[src/rtl/register_file.sv]
// Two-read, one-write register file with registered read ports and hardwired-zero register 0.
// Define REGFILE_BYPASS_EN to forward same-edge write data to a read of the same address.
module register_file #(
  parameter int DATA_W = 8,
  parameter int ADDR_W = 3
) (
  input  logic              clk,
  input  logic              reset,
  input  logic              wr_en,
  input  logic [ADDR_W-1:0] wr_addr,
  input  logic [DATA_W-1:0] wr_data,
  input  logic              rd_req,
  input  logic [ADDR_W-1:0] rd_addr_a,
  input  logic [ADDR_W-1:0] rd_addr_b,
  output logic [DATA_W-1:0] rd_data_a,
  output logic [DATA_W-1:0] rd_data_b,
  output logic              rd_valid
);

  localparam int NREG = 2 ** ADDR_W;

  logic [DATA_W-1:0] regs_q [NREG];
  logic [DATA_W-1:0] rd_a_q, rd_a_d;
  logic [DATA_W-1:0] rd_b_q, rd_b_d;
  logic              rd_vld_q, rd_vld_d;
  logic              wr_hit;

  // Register 0 is never written, so it stays at its reset value of zero.
  assign wr_hit = wr_en && (wr_addr != '0);

  always_comb begin
    rd_a_d   = rd_a_q;
    rd_b_d   = rd_b_q;
    rd_vld_d = rd_req;
    if (rd_req) begin
      rd_a_d = (rd_addr_a == '0) ? '0 : regs_q[rd_addr_a];
      rd_b_d = (rd_addr_b == '0) ? '0 : regs_q[rd_addr_b];
`ifdef REGFILE_BYPASS_EN
      if (wr_hit && (wr_addr == rd_addr_a)) rd_a_d = wr_data;
      if (wr_hit && (wr_addr == rd_addr_b)) rd_b_d = wr_data;
`endif
    end
  end

  always_ff @(posedge clk or posedge reset) begin
    if (reset) begin
      for (int i = 0; i < NREG; i++) regs_q[i] <= '0;
      rd_a_q   <= '0;
      rd_b_q   <= '0;
      rd_vld_q <= 1'b0;
    end else begin
      if (wr_hit) regs_q[wr_addr] <= wr_data;
      rd_a_q   <= rd_a_d;
      rd_b_q   <= rd_b_d;
      rd_vld_q <= rd_vld_d;
    end
  end

  assign rd_data_a = rd_a_q;
  assign rd_data_b = rd_b_q;
  assign rd_valid  = rd_vld_q;

endmodule

[config.mk]
export PLATFORM = sky130hd
export DESIGN_NAME = register_file
export DESIGN_NICKNAME = d
export VERILOG_FILES = /design/src/rtl/register_file.sv
export SDC_FILE = /design/constraint.sdc
export NUM_CORES = 1
export LEC_CHECK = 0
export ABC_AREA = 0
export ABC_CLOCK_PERIOD_IN_PS = 2600
export BUFFER_PORTS_ARGS = -buffer_cell sky130_fd_sc_hd__buf_2
export CORE_UTILIZATION = 45
export DETAILED_ROUTE_END_ITERATION = 10
export PLACE_DENSITY = 0.72
export SLEW_MARGIN = 40
export SYNTH_ARGS = -nofsm -noshare
export SYNTH_HDL_FRONTEND = slang
export SYNTH_SLANG_ARGS = --single-unit
[constraint.sdc]
create_clock -name clk -period 2.6 [get_ports clk]
set_input_delay 0.39 -clock clk [delete_from_list [all_inputs] [get_ports clk]]
set_output_delay 0.39 -clock clk [all_outputs]
set_load 0.02 [all_outputs]
======== Word level (Yosys, flattened, before mapping) ========
Index checks and enable logic that the tools add are counted.
word-level totals
  bits in writable memories ............... 0
  latch bits .............................. 0
  bits in read-only memories .............. 0
  memories ................................ 0
  register bits ........................... 81
operators by class
  reductions and logical operators ........ 5
  shift-type cells ........................ 0
  add/subtract/negate cells ............... 0
  multiplexer cells ....................... 11
  order comparisons ....................... 4
  equal/unequal tests ..................... 0
  div/mod/pow operators ................... 0
  multipliers ............................. 0
  bitwise operators ....................... 3
operators by type and width
  operator            number
  $bwmux 64           1
  $mux 8              7
  $bmux 8 s3          2
  $demux 8 s3         1
  $ge 4x4->1 const B  3
  $not 3->4           3
  $logic_not 3->1     2
  $lt 4x1->1 const B  1
  $reduce_bool 3->1   1
  $logic_and 1x1->1   2

======== Depth between registers and ports, before layout ========
Gate-level depths: netlist of the first run.
  depth after elaboration ................. 6
  gate-level depth with buffers ........... 6

======== Worst setup path before layout of the first run ========
No wires, ideal clock.
  path type ............................... input to register
  start ................................... input wr_addr[0]
  end ..................................... register regs_q[24] (netlist bit)
  library setup time ...................... 0.125 ns
  required time ........................... 2.475 ns
  path slack .............................. 1.198 ns
  stages .................................. 4
  arrival time ............................ 1.277 ns
  path through ............................ buf_4 > and4bb_2 > buf_4 > mux2_2
on the way
  longest elaborated chain between the ends .. 6
RTL lines
  element                                                                line  RTL
  start, declared                                                        10    input logic [ADDR_W-1:0] wr_addr,
  $not 3->4 (implied by the code)                                        52    if (wr_hit) regs_q[wr_addr] <= wr_data;
  $ge 4x4->1 (implied by the code) / $lt 4x1->1 (equally long branches)  52
  $logic_and 1x1->1 (implied by the code)                                52
  $mux 8 (implied by the code)                                           52
  $demux 8 s3                                                            52
  $bwmux 64                                                              52
  end signal, assigned by index                                          52
  end, declared                                                          22    logic [DATA_W-1:0] regs_q [NREG];
Parallel ways exist; a longest one is shown, timed or not.
A chain may end at the register's enable or synchronous reset.

======== Worst setup path after layout of the first run ========
  start ................................... input rd_addr_b[0]
  end ..................................... register rd_b_q[7] (netlist: rd_data_b[7])
on the way
  longest elaborated chain between the ends .. 5
RTL lines
  element                                    line  RTL
  start, declared                            14    input logic [ADDR_W-1:0] rd_addr_b,
  $not 3->4 (implied by the code)            37    rd_b_d = (rd_addr_b == '0) ? '0 : regs_q[rd_addr_b];
  $bmux 8 s3                                 37
  $mux 8 (implied by the code) (2 in a row)  37
  $mux 8 (*)                                 37
  end signal, assigned                       54    rd_b_q <= rd_b_d;
  end, declared                              24    logic [DATA_W-1:0] rd_b_q, rd_b_d;
Every way passes the cells marked *; elsewhere a longest branch is shown, timed or not. The select of a mux whose other input is x is not followed.

==> results.yml, run 1 <==
drt:
  first_pass_iters: 4
  drc: 0
  wl_mm: 8.69
  antenna_left: 0
  viasPerCell: 6.02
  wl_per_cell_um: 20.5
  vias: 2552
  drt_iter0_markers: 108
global_routing:
  grt_overflow: 0
  grt_antenna_before_repair: 0
  grt_util_all_layers_pct: 21.3
  first_global_vias: 2548
  grt_max_degree: 46
  grt_pass1_wl_mm: 13.7
cells_and_area:
  finalCoreUtilization_pct: 51.1
  synthToLayoutAreaGrowth_pct: 10.0
  fin_area_um2: 4180
  nets: 335
  drive_above_1_share_pct: 49.2
  final_cells: 424
  diodes: 0
  layout_commonest_cell: "mux2_2"
  layout_common_cells: "mux2_2 (86), dfrtp_1 (73), buf_2 (37)"
min_path:
  worst_hold_path_type: "in2async"
yosys:
  yosysSeqAreaShare_pct: 48.1
  synth.avg_cell_area_um2: 13.4
  synthesis.area_um2: 3800
  yosysWarnings: 0
  synth.top_cell.area_share_pct: 48.1
  syn_nets: 304
  synth.largest_area_cell: "dfrtp_1"
  synthCells: 283
  ys_ff_latch: 73
  synth_cell_types: 28
  synth.area.top_cells: "dfrtp_1 (48%), mux2_2 (26%), a221oi_1 (3.2%)"
clock_network:
  cts-buffers-inserted: 9
  clk_pin_slew_ns: 0.08
  cts_setup_buffers: 0
  cts_resized: 0
  cts.sinks: 73
  clock_latency_ns: 0.35
  clockBufferDepth: 2
  clock_tree.root_cell: "clkbuf_8"
  cts_tree: "done"
  hold_buffers: 0
  h-tree-depth: 3
sta:
  fin_worst_skew_ns: 0.00827
  period_needed_ns: 1.48
  slew_violations: 0
  worstMarginPinSlew_ns: 0.670
  setup_viol: 0
  finalSetupTns_ns: 0
  rsz0062_at_grt: "false"
  clock.fmax_mhz: 676
  relSlewSlack_pct: 55.3
  fin_crit_sh_pct: 56.9
  finalHoldViolations: 0
power_and_ir_drop:
  peakVddDrop_v: 0.000342
  seqPwrFrac_pct: 50.5
  power-per-cell-area_nw_per_um2: 733
  p_int_mw: 2.15
  p_sw_mw: 0.912
  fin_total_pwr_mw: 3.06
  clockPowerShare_pct: 26.8
  pwr-share-comb_pct: 22.7
  leakagePower_nw: 1.81
  swShare_pct: 29.8
run_status:
  status: "completed"
floorplan:
  die_x_um: 93.9
  design.core.area_um2: 8180
  rows: 33
  ios: 38
  die_area_um2: 8810
  die_h_um: 93.9
  start_util_pct: 46.4
placement:
  dp_hpwl_mm: 5.78
  portBuffers: 37
  dp_cells: 408
  placed_cell_area_um2: 4000
  place.gp.congestion: 0.795
flow_run:
  cap_viol_max_count: 0
worst_setup_path:
  slowest_stage: "buf_2"
  critPathMaxFanout: 25
  ff2ff_setup_slack_ns: 1.42
  crit_arrival_ns: 1.71
  critical_path.max_stage_delay_ns: 0.52
  crit_type: "in2reg"
  endpoint_kind: "flop"
  path_cells: "buf_2 -> mux2_2 -> a221oi_1 -> a21oi_1"
  start_kind: "input pin"
  worstPathRequired_ns: 2.83
-- final timing paths --
| check | start | to | cells after the start |
|---|---|---|---|
| max | rd_addr_b[0] | rd_data_b[7] | 4 |
| min | reset | regs_q[11] | 2 |
| max reg2reg | regs_q[21] | rd_data_a[5] | 3 |
| min reg2reg | regs_q[23] | regs_q[23] | 1 |
| max in group asynchronous | reset | regs_q[44] | 3 |
| min in group clk | wr_data[4] | regs_q[4] | 2 |
-- cell families (layout without fill, tap and decap cells) --
group	after synthesis	count (layout)	synth area share (%)
multiplexers	104	104	31.4
flip-flops	73	73	48.1
AO/OA/AOI/OAI	49	49	9.59
AND/OR/NAND/NOR	35	35	6.79
buffers and inverters	22	58	4.09
-- metrics by stage --
stage / hold WS [ns] / worst slack (ns)
2_1_floorplan: 0.421 / 0.357
3_3_place_gp: 0.501 / 0.830
3_5_place_dp: 0.498 / 0.766
4_1_cts: 0.122 / 1.14
5_1_grt: 0.164 / 1.08
6_report: 0.122 / 1.12
-- sequential cells by signal, indices dropped and copies added (netlist names) --
name	cells
rd_data_a	8
rd_valid	1
regs_q	56
rd_data_b	8
-- area by class of cell --
class	count	area, um2
Clock inverter	5	30.0
Tap cell	105	131
Sequential cell	73	1830
Fill cell	714	4000
Inverter	3	11.3
Timing Repair Buffer	39	213
Multi-Input combinational cell	188	1820
Clock buffer	11	151
-- cells in the mapped netlist, drive strengths merged --
| cell type | instances |
|---|---|
| nand2b | 17 |
| inv | 3 |
| a31oi | 1 |
| dfrtp | 73 |
| a21oi | 16 |
| mux2i | 6 |
| nor3 | 1 |
| o21ai | 1 |
| mux2 | 98 |
| and4bb | 2 |
| and2b | 2 |
| nand4 | 1 |
| nor2 | 4 |
| o221ai | 14 |
| nand2 | 4 |
| o32a | 1 |
| buf | 14 |
| nand4b | 3 |
| clkbuf | 5 |
| a221oi | 14 |
| o32ai | 1 |
| nor3b | 1 |
| o2bb2ai | 1 |
-- power by group through the flow --
stage	clock (mW)	combinational [mW]	sequential, mW
finish	0.820	0.695	1.55
global route	0.876	0.756	1.57
detailed placement	0	0.695	1.56
floorplan	0	0.511	1.55
CTS	0.834	0.699	1.54
global placement	0	0.673	1.55
-- critical path, delay by kind of cell --
kind / cells / cell delay, ns
AOI/OAI and AO/OA: 2 / 0.38
muxes: 1 / 0.41
buffers and inverters: 1 / 0.52
-- routing by layer --
metal  GRT usage [%]  wire length, um  vias up  part of all wire, %
met5               0                0        -                    0
met4            10.5              177        0                  2.0
met3            2.83              296       16                  3.4
met2            33.2             4200       60                   48
met1            29.1             4020     1333                   46
li1                -                -     1143                    -
No activity file was read; power rests on OpenSTA's default activity.
==> inputs of run 2 (changes only) <==
--- a/config.mk
+++ b/config.mk
@@ -6,11 +6,11 @@
 export NUM_CORES = 1
 export LEC_CHECK = 0
 export ABC_AREA = 0
-export ABC_CLOCK_PERIOD_IN_PS = 2600
+export ABC_CLOCK_PERIOD_IN_PS = 1300
 export BUFFER_PORTS_ARGS = -buffer_cell sky130_fd_sc_hd__buf_2
 export CORE_UTILIZATION = 45
 export DETAILED_ROUTE_END_ITERATION = 10
-export PLACE_DENSITY = 0.72
+export PLACE_DENSITY = 0.74
 export SLEW_MARGIN = 40
 export SYNTH_ARGS = -nofsm -noshare
 export SYNTH_HDL_FRONTEND = slang
==> constraint.sdc (replaced) <==
create_clock -name clk -period 1.3 [get_ports clk]
set_input_delay 0.195 -clock clk [delete_from_list [all_inputs] [get_ports clk]]
set_output_delay 0.195 -clock clk [all_outputs]
set_load 0.02 [all_outputs]
==> run 2 against run 1 <==
  * Global-route usage rose by 0.57 points
  * Non-clock buffer count rose by 25
  * Combinational power is 110% higher
  * Sequential power up 100%
  * Cell count up 5.9%
  * Core utilization grew 4.2 points
  * Register-to-register slack worse by 1.4 ns
  * Critical path depth fell by 1
  * Hold slack better by 0.041 ns
  * Final area up 8.2%
  * Largest power group unchanged
==> results.yml, run 2 (synthesis gave the netlist of run 1 again) <==
floorplan:
  die_x_um: 93.9
  die_area_um2: 8810
  die_h_um: 93.9
  ios: 38
  rows: 33
  design.core.area_um2: 8180
  start_util_pct: 46.4
cells_and_area:
  layout_common_cells: "mux2_2 (86), dfrtp_1 (73), buf_2 (37)"
  largest_register_ffs: 56
  final_cells: 449
  fillers: 675
  drive_above_1_share_pct: 52.6
  regMostFlops: "regs_q"
  synthToLayoutAreaGrowth_pct: 19.1
  layout_commonest_cell: "mux2_2"
  nets: 360
  diodes: 0
power_and_ir_drop:
  peakVddDrop_v: 0.000678
  clockPowerShare_pct: 32.1
  p_int_mw: 4.89
  leakagePower_nw: 1.99
  seqPwrFrac_pct: 46.3
  p_sw_mw: 1.84
  swShare_pct: 27.3
  pwr-share-comb_pct: 21.6
  power-per-cell-area_nw_per_um2: 1490
  fin_total_pwr_mw: 6.72
placement:
  place.gp.congestion: 0.781
  dp_hpwl_mm: 6.14
  portBuffers: 37
  dp_cells: 432
worst_setup_path:
  start_kind: "flop"
  worstPathRequired_ns: 1.52
  crit_arrival_ns: 1.45
  endpoint_kind: "flop"
  critPathMaxFanout: 3
  crit_type: "reg2reg"
drt:
  drc: 0
  drt_iter0_markers: 132
  wl_per_cell_um: 19.8
  antenna_left: 0
  viasPerCell: 5.84
  vias: 2621
  wl_mm: 8.90
  first_pass_iters: 4
global_routing:
  grt_max_degree: 74
  first_global_vias: 2672
  grt_antenna_before_repair: 0
  grt_pass1_wl_mm: 14.1
  grt_overflow: 0
  grt_util_all_layers_pct: 21.9
clock_network:
  clock_tree.root_cell: "clkbuf_8"
  clk_pin_slew_ns: 0.08
  h-tree-depth: 3
  cts_tree: "done"
  cts_resized: 0
  clock_latency_ns: 0.35
  cts_setup_buffers: 0
  cts.sinks: 73
  cts-buffers-inserted: 9
  clockBufferDepth: 2
run_status:
  status: "completed"
sta:
  slew_violations: 0
  period_needed_ns: 1.24
  worstMarginPinSlew_ns: 0.409
  setup_viol: 0
  fin_crit_sh_pct: 95.0
  clock.fmax_mhz: 810
  rsz0062_at_grt: "false"
  finalHoldViolations: 0
  relSlewSlack_pct: 72.7
  fin_worst_skew_ns: 0.00879
flow_run:
  cap_viol_max_count: 0
min_path:
  worst_hold_path_type: "in2reg"
[run 2: cell types whose count changed in the layout (fill, tap and decap cells not counted)]
cell           previous run  this run
clkinvlp_4                2         1
dlygate4sd3_1             0         1
inv_2                     1         0
clkbuf_8                 11        10
bufinv_16                 0         3
buf_12                    1         8
buf_4                     1        18
[run 2: layout make-up]
type | instances | area (um2) | share of cell area (%)
flip-flops and latches | 73 | 1830 | 40.4
multi-input cells | 188 | 1820 | 40.1
repair buffers | 64 | 490 | 10.8
clock buffers | 10 | 138 | 3.04
well taps | 105 | 131 | 2.91
clock inverters | 6 | 105 | 2.32
inverters | 3 | 15.0 | 0.332
[run 2: worst paths after layout]
check                                  start      endpoint  slack [ns]  cells past startpoint
worst max-delay path              regs_q[16]  rd_data_b[0]        0.06                      3
worst min-delay path              wr_data[3]    regs_q[43]        0.16                      2
worst max register to register    regs_q[16]  rd_data_b[0]        0.06                      3
worst min register to register  rd_data_b[5]  rd_data_b[5]        0.54                      2
max in group asynchronous              reset     regs_q[0]        0.50                      4
min in group asynchronous              reset    regs_q[16]        0.47                      4
[run 2: power by group through the flow]
stage	clock [mW]	sequential (mW)	combinational, mW
floorplan	0	3.10	1.02
global route	2.30	3.17	1.58
CTS	2.17	3.10	1.46
detailed placement	0	3.14	1.46
global placement	0	3.11	1.41
finish	2.16	3.11	1.45
[run 2: metal layers]
layer | global-route usage, % | wire length, um | share of wire (%)
met5 | 0 | 0 | 0
met4 | 9.49 | 175 | 2.0
met3 | 4.69 | 319 | 3.6
met2 | 35.0 | 4340 | 49
met1 | 28.5 | 4070 | 46
[run 2: critical path, cell delays in order, from the launching register on]
cell,delay [ns]
dfrtp_1,0.41
mux2_1,0.31
a221oi_1,0.32
a21oi_1,0.08
[run 2: what timing repair did]
| action | CTS | global route |
|---|---|---|
| hold endpoints to repair | 73 | 0 |
| setup endpoints to repair | 0 | 0 |
| hold buffers | 1 | 0 |
[run 2: per-stage QoR]
| step | TNS, ns | instance area (um2) | hold slack [ns] | setup WS, ns | util (%) |
|---|---|---|---|---|---|
| 2_1_floorplan | 0 | 3800 | 0.226 | 0.0932 | - |
| 3_3_place_gp | -0.443 | 4270 | 0.330 | -0.0940 | 52.2 |
| 3_5_place_dp | -0.777 | 4270 | 0.335 | -0.128 | 52.2 |
| 4_1_cts | 0 | 4520 | 0.147 | 0.0677 | 55.3 |
| 5_1_grt | 0 | 4520 | 0.159 | 0.0216 | 55.3 |
| 6_report | 0 | 4520 | 0.163 | 0.0648 | 55.3 |
==> inputs of run 3 (changes only) <==
--- a/config.mk
+++ b/config.mk
@@ -11,6 +11,7 @@
 export CORE_UTILIZATION = 45
 export DETAILED_ROUTE_END_ITERATION = 10
 export PLACE_DENSITY = 0.74
+export SETUP_SLACK_MARGIN = 0.3
 export SLEW_MARGIN = 40
 export SYNTH_ARGS = -nofsm -noshare
 export SYNTH_HDL_FRONTEND = slang
==> run 3 against run 2 <==
  * Die area stayed put
  * Hold slack worse by 0.0039 ns
  * Critical path depth stayed put
  * Global-route usage is 1.8 points higher
  * Routed wire length is 5.1% higher
  * Worst setup slack better by 0.095 ns
  * Final area is 9.1% higher
  * Sequential cell count stayed put
  * Fmax is 8.3% higher
  * Largest cell class is now multi-input gates
  * Highest routed layer unchanged
==> results.yml, run 3 (synthesis gave the netlist of run 1 again) <==
run_status:
  status: "completed"
drt:
  viasPerCell: 5.75
  drt_iter0_markers: 159
  wl_per_cell_um: 19.8
  vias: 2715
  first_pass_iters: 4
  antenna_left: 0
  wl_mm: 9.36
  drc: 0
sta:
  setup_viol: 0
  fin_crit_sh_pct: 87.7
  finalHoldViolations: 0
  clock.fmax_mhz: 877
  relSlewSlack_pct: 69.9
  worstMarginPinSlew_ns: 0.451
  finalSetupTns_ns: 0
  period_needed_ns: 1.14
  fin_ws_ns: 0.160
  rsz0062_at_grt: "true"
  hold_slack_ns: 0.159
  fin_worst_skew_ns: 0.0106
  slew_violations: 0
floorplan:
  start_util_pct: 46.4
  rows: 33
  ios: 38
  die_x_um: 93.9
  die_h_um: 93.9
  design.core.area_um2: 8180
  die_area_um2: 8810
placement:
  dp_hpwl_mm: 6.22
  place_ws_ns: -0.102
  place.gp.congestion: 0.838
  dp_cells: 434
  portBuffers: 37
global_routing:
  grt_max_degree: 74
  grt_antenna_before_repair: 0
  grt_util_all_layers_pct: 23.6
  grt_overflow: 0
  first_global_vias: 2847
  grt_pass1_wl_mm: 15.4
cells_and_area:
  layout_common_cells: "dfrtp_1 (73), mux2_2 (72), buf_4 (42)"
  diodes: 0
  final_cells: 472
  largest_register_ffs: 56
  regMostFlops: "regs_q"
  synthToLayoutAreaGrowth_pct: 29.9
  layout_commonest_cell: "dfrtp_1"
  fillers: 661
  drive_above_1_share_pct: 62.1
  nets: 383
worst_setup_path:
  cpLargestDelayFamily: "flip-flops"
  crit_type: "reg2reg"
  path_cells: "mux2_4 -> a221oi_2 -> a21oi_1"
  ff2ff_setup_slack_ns: 0.16
  reg2regPathDepth: 3
  crit_arrival_ns: 1.37
  endpoint_kind: "flop"
  critPathLaunch: "regs_q[31]"
  slowest_stage: "dfrtp_1"
  cp-endpoint: "rd_data_b[7]"
  crit_cells: 3
  critPathMaxFanout: 3
  r2r_end: "rd_data_b[7]"
  critical_path.max_stage_delay_ns: 0.41
  rr_startpoint: "regs_q[31]"
  worst-path-buf-inv: 0
  start_kind: "flop"
  worstPathRequired_ns: 1.53
clock_network:
  clockBufferDepth: 2
  clock_latency_ns: 0.36
  cts_tree: "done"
  h-tree-depth: 3
  clk_pin_slew_ns: 0.07
  cts.sinks: 73
  cts-buffers-inserted: 9
  clock_tree.root_cell: "clkbuf_8"
power_and_ir_drop:
  power-per-cell-area_nw_per_um2: 1350
  leakagePower_nw: 2.20
  peakVddDrop_v: 0.000567
  fin_total_pwr_mw: 6.66
min_path:
  worst_hold_path_type: "in2reg"
flow_run:
  cap_viol_max_count: 0
-- run 3: worst min path at each step --
stage / to / slack, ns / depth (start not counted) / start
floorplan: rd_valid / 0.23 / 0 / rd_req
global placement: rd_data_a[5] / 0.33 / 3 / reset
detailed placement: regs_q[45] / 0.34 / 3 / reset
CTS: regs_q[26] / 0.15 / 2 / wr_data[2]
global route: regs_q[42] / 0.17 / 2 / wr_data[2]
finish: regs_q[34] / 0.16 / 2 / wr_data[2]
-- run 3: layout make-up --
| cell class | instances | area (um2) | share of cell area, % |
|---|---|---|---|
| flip-flops and latches | 73 | 1830 | 37.0 |
| clock buffers | 13 | 159 | 3.22 |
| clock inverters | 3 | 15.0 | 0.304 |
| inverters | 3 | 15.0 | 0.304 |
| well taps | 105 | 131 | 2.66 |
| repair buffers | 87 | 757 | 15.3 |
| multi-input cells | 188 | 2030 | 41.1 |
-- run 3: timing repair --
item                                    4_1_cts  5_1_grt
pin swaps                                     7        3
endpoints found under the setup margin       33       33
resized for setup                            45        2
hold buffers                                  1        0
hold endpoints to repair                     73        0
setup buffers                                11       10
gates cloned                                  0        0
-- run 3: stage by stage --
stage               cell area (um2)  util, %
floorplan                      4000        -
global placement               4400     53.9
detailed placement             4400     53.9
CTS                            4840     59.2
global route                   4930     60.3
finish                         4930     60.3
-- run 3: worst reg2reg max path, cell delays in order (launching register included) --
cell and delay [ns]:
dfrtp_1 0.41, mux2_4 0.28, a221oi_2 0.26, a21oi_1 0.08
-- run 3: layer usage --
metal  vias up  track usage [%]  share of wire (%)
met5         -                0                  0
met2        73             37.5                 48
met3         8             5.50                6.2
li1       1243                -                  -
met4         0             7.18               0.94
met1      1391             32.0                 45
-- run 3: power by group --
part           total (mW)  switching, mW  internal, mW
Combinational        1.92          0.742          1.18
Sequential           3.12          0.388          2.74
Clock                1.62          0.830         0.789
Total                6.66           1.96          4.70
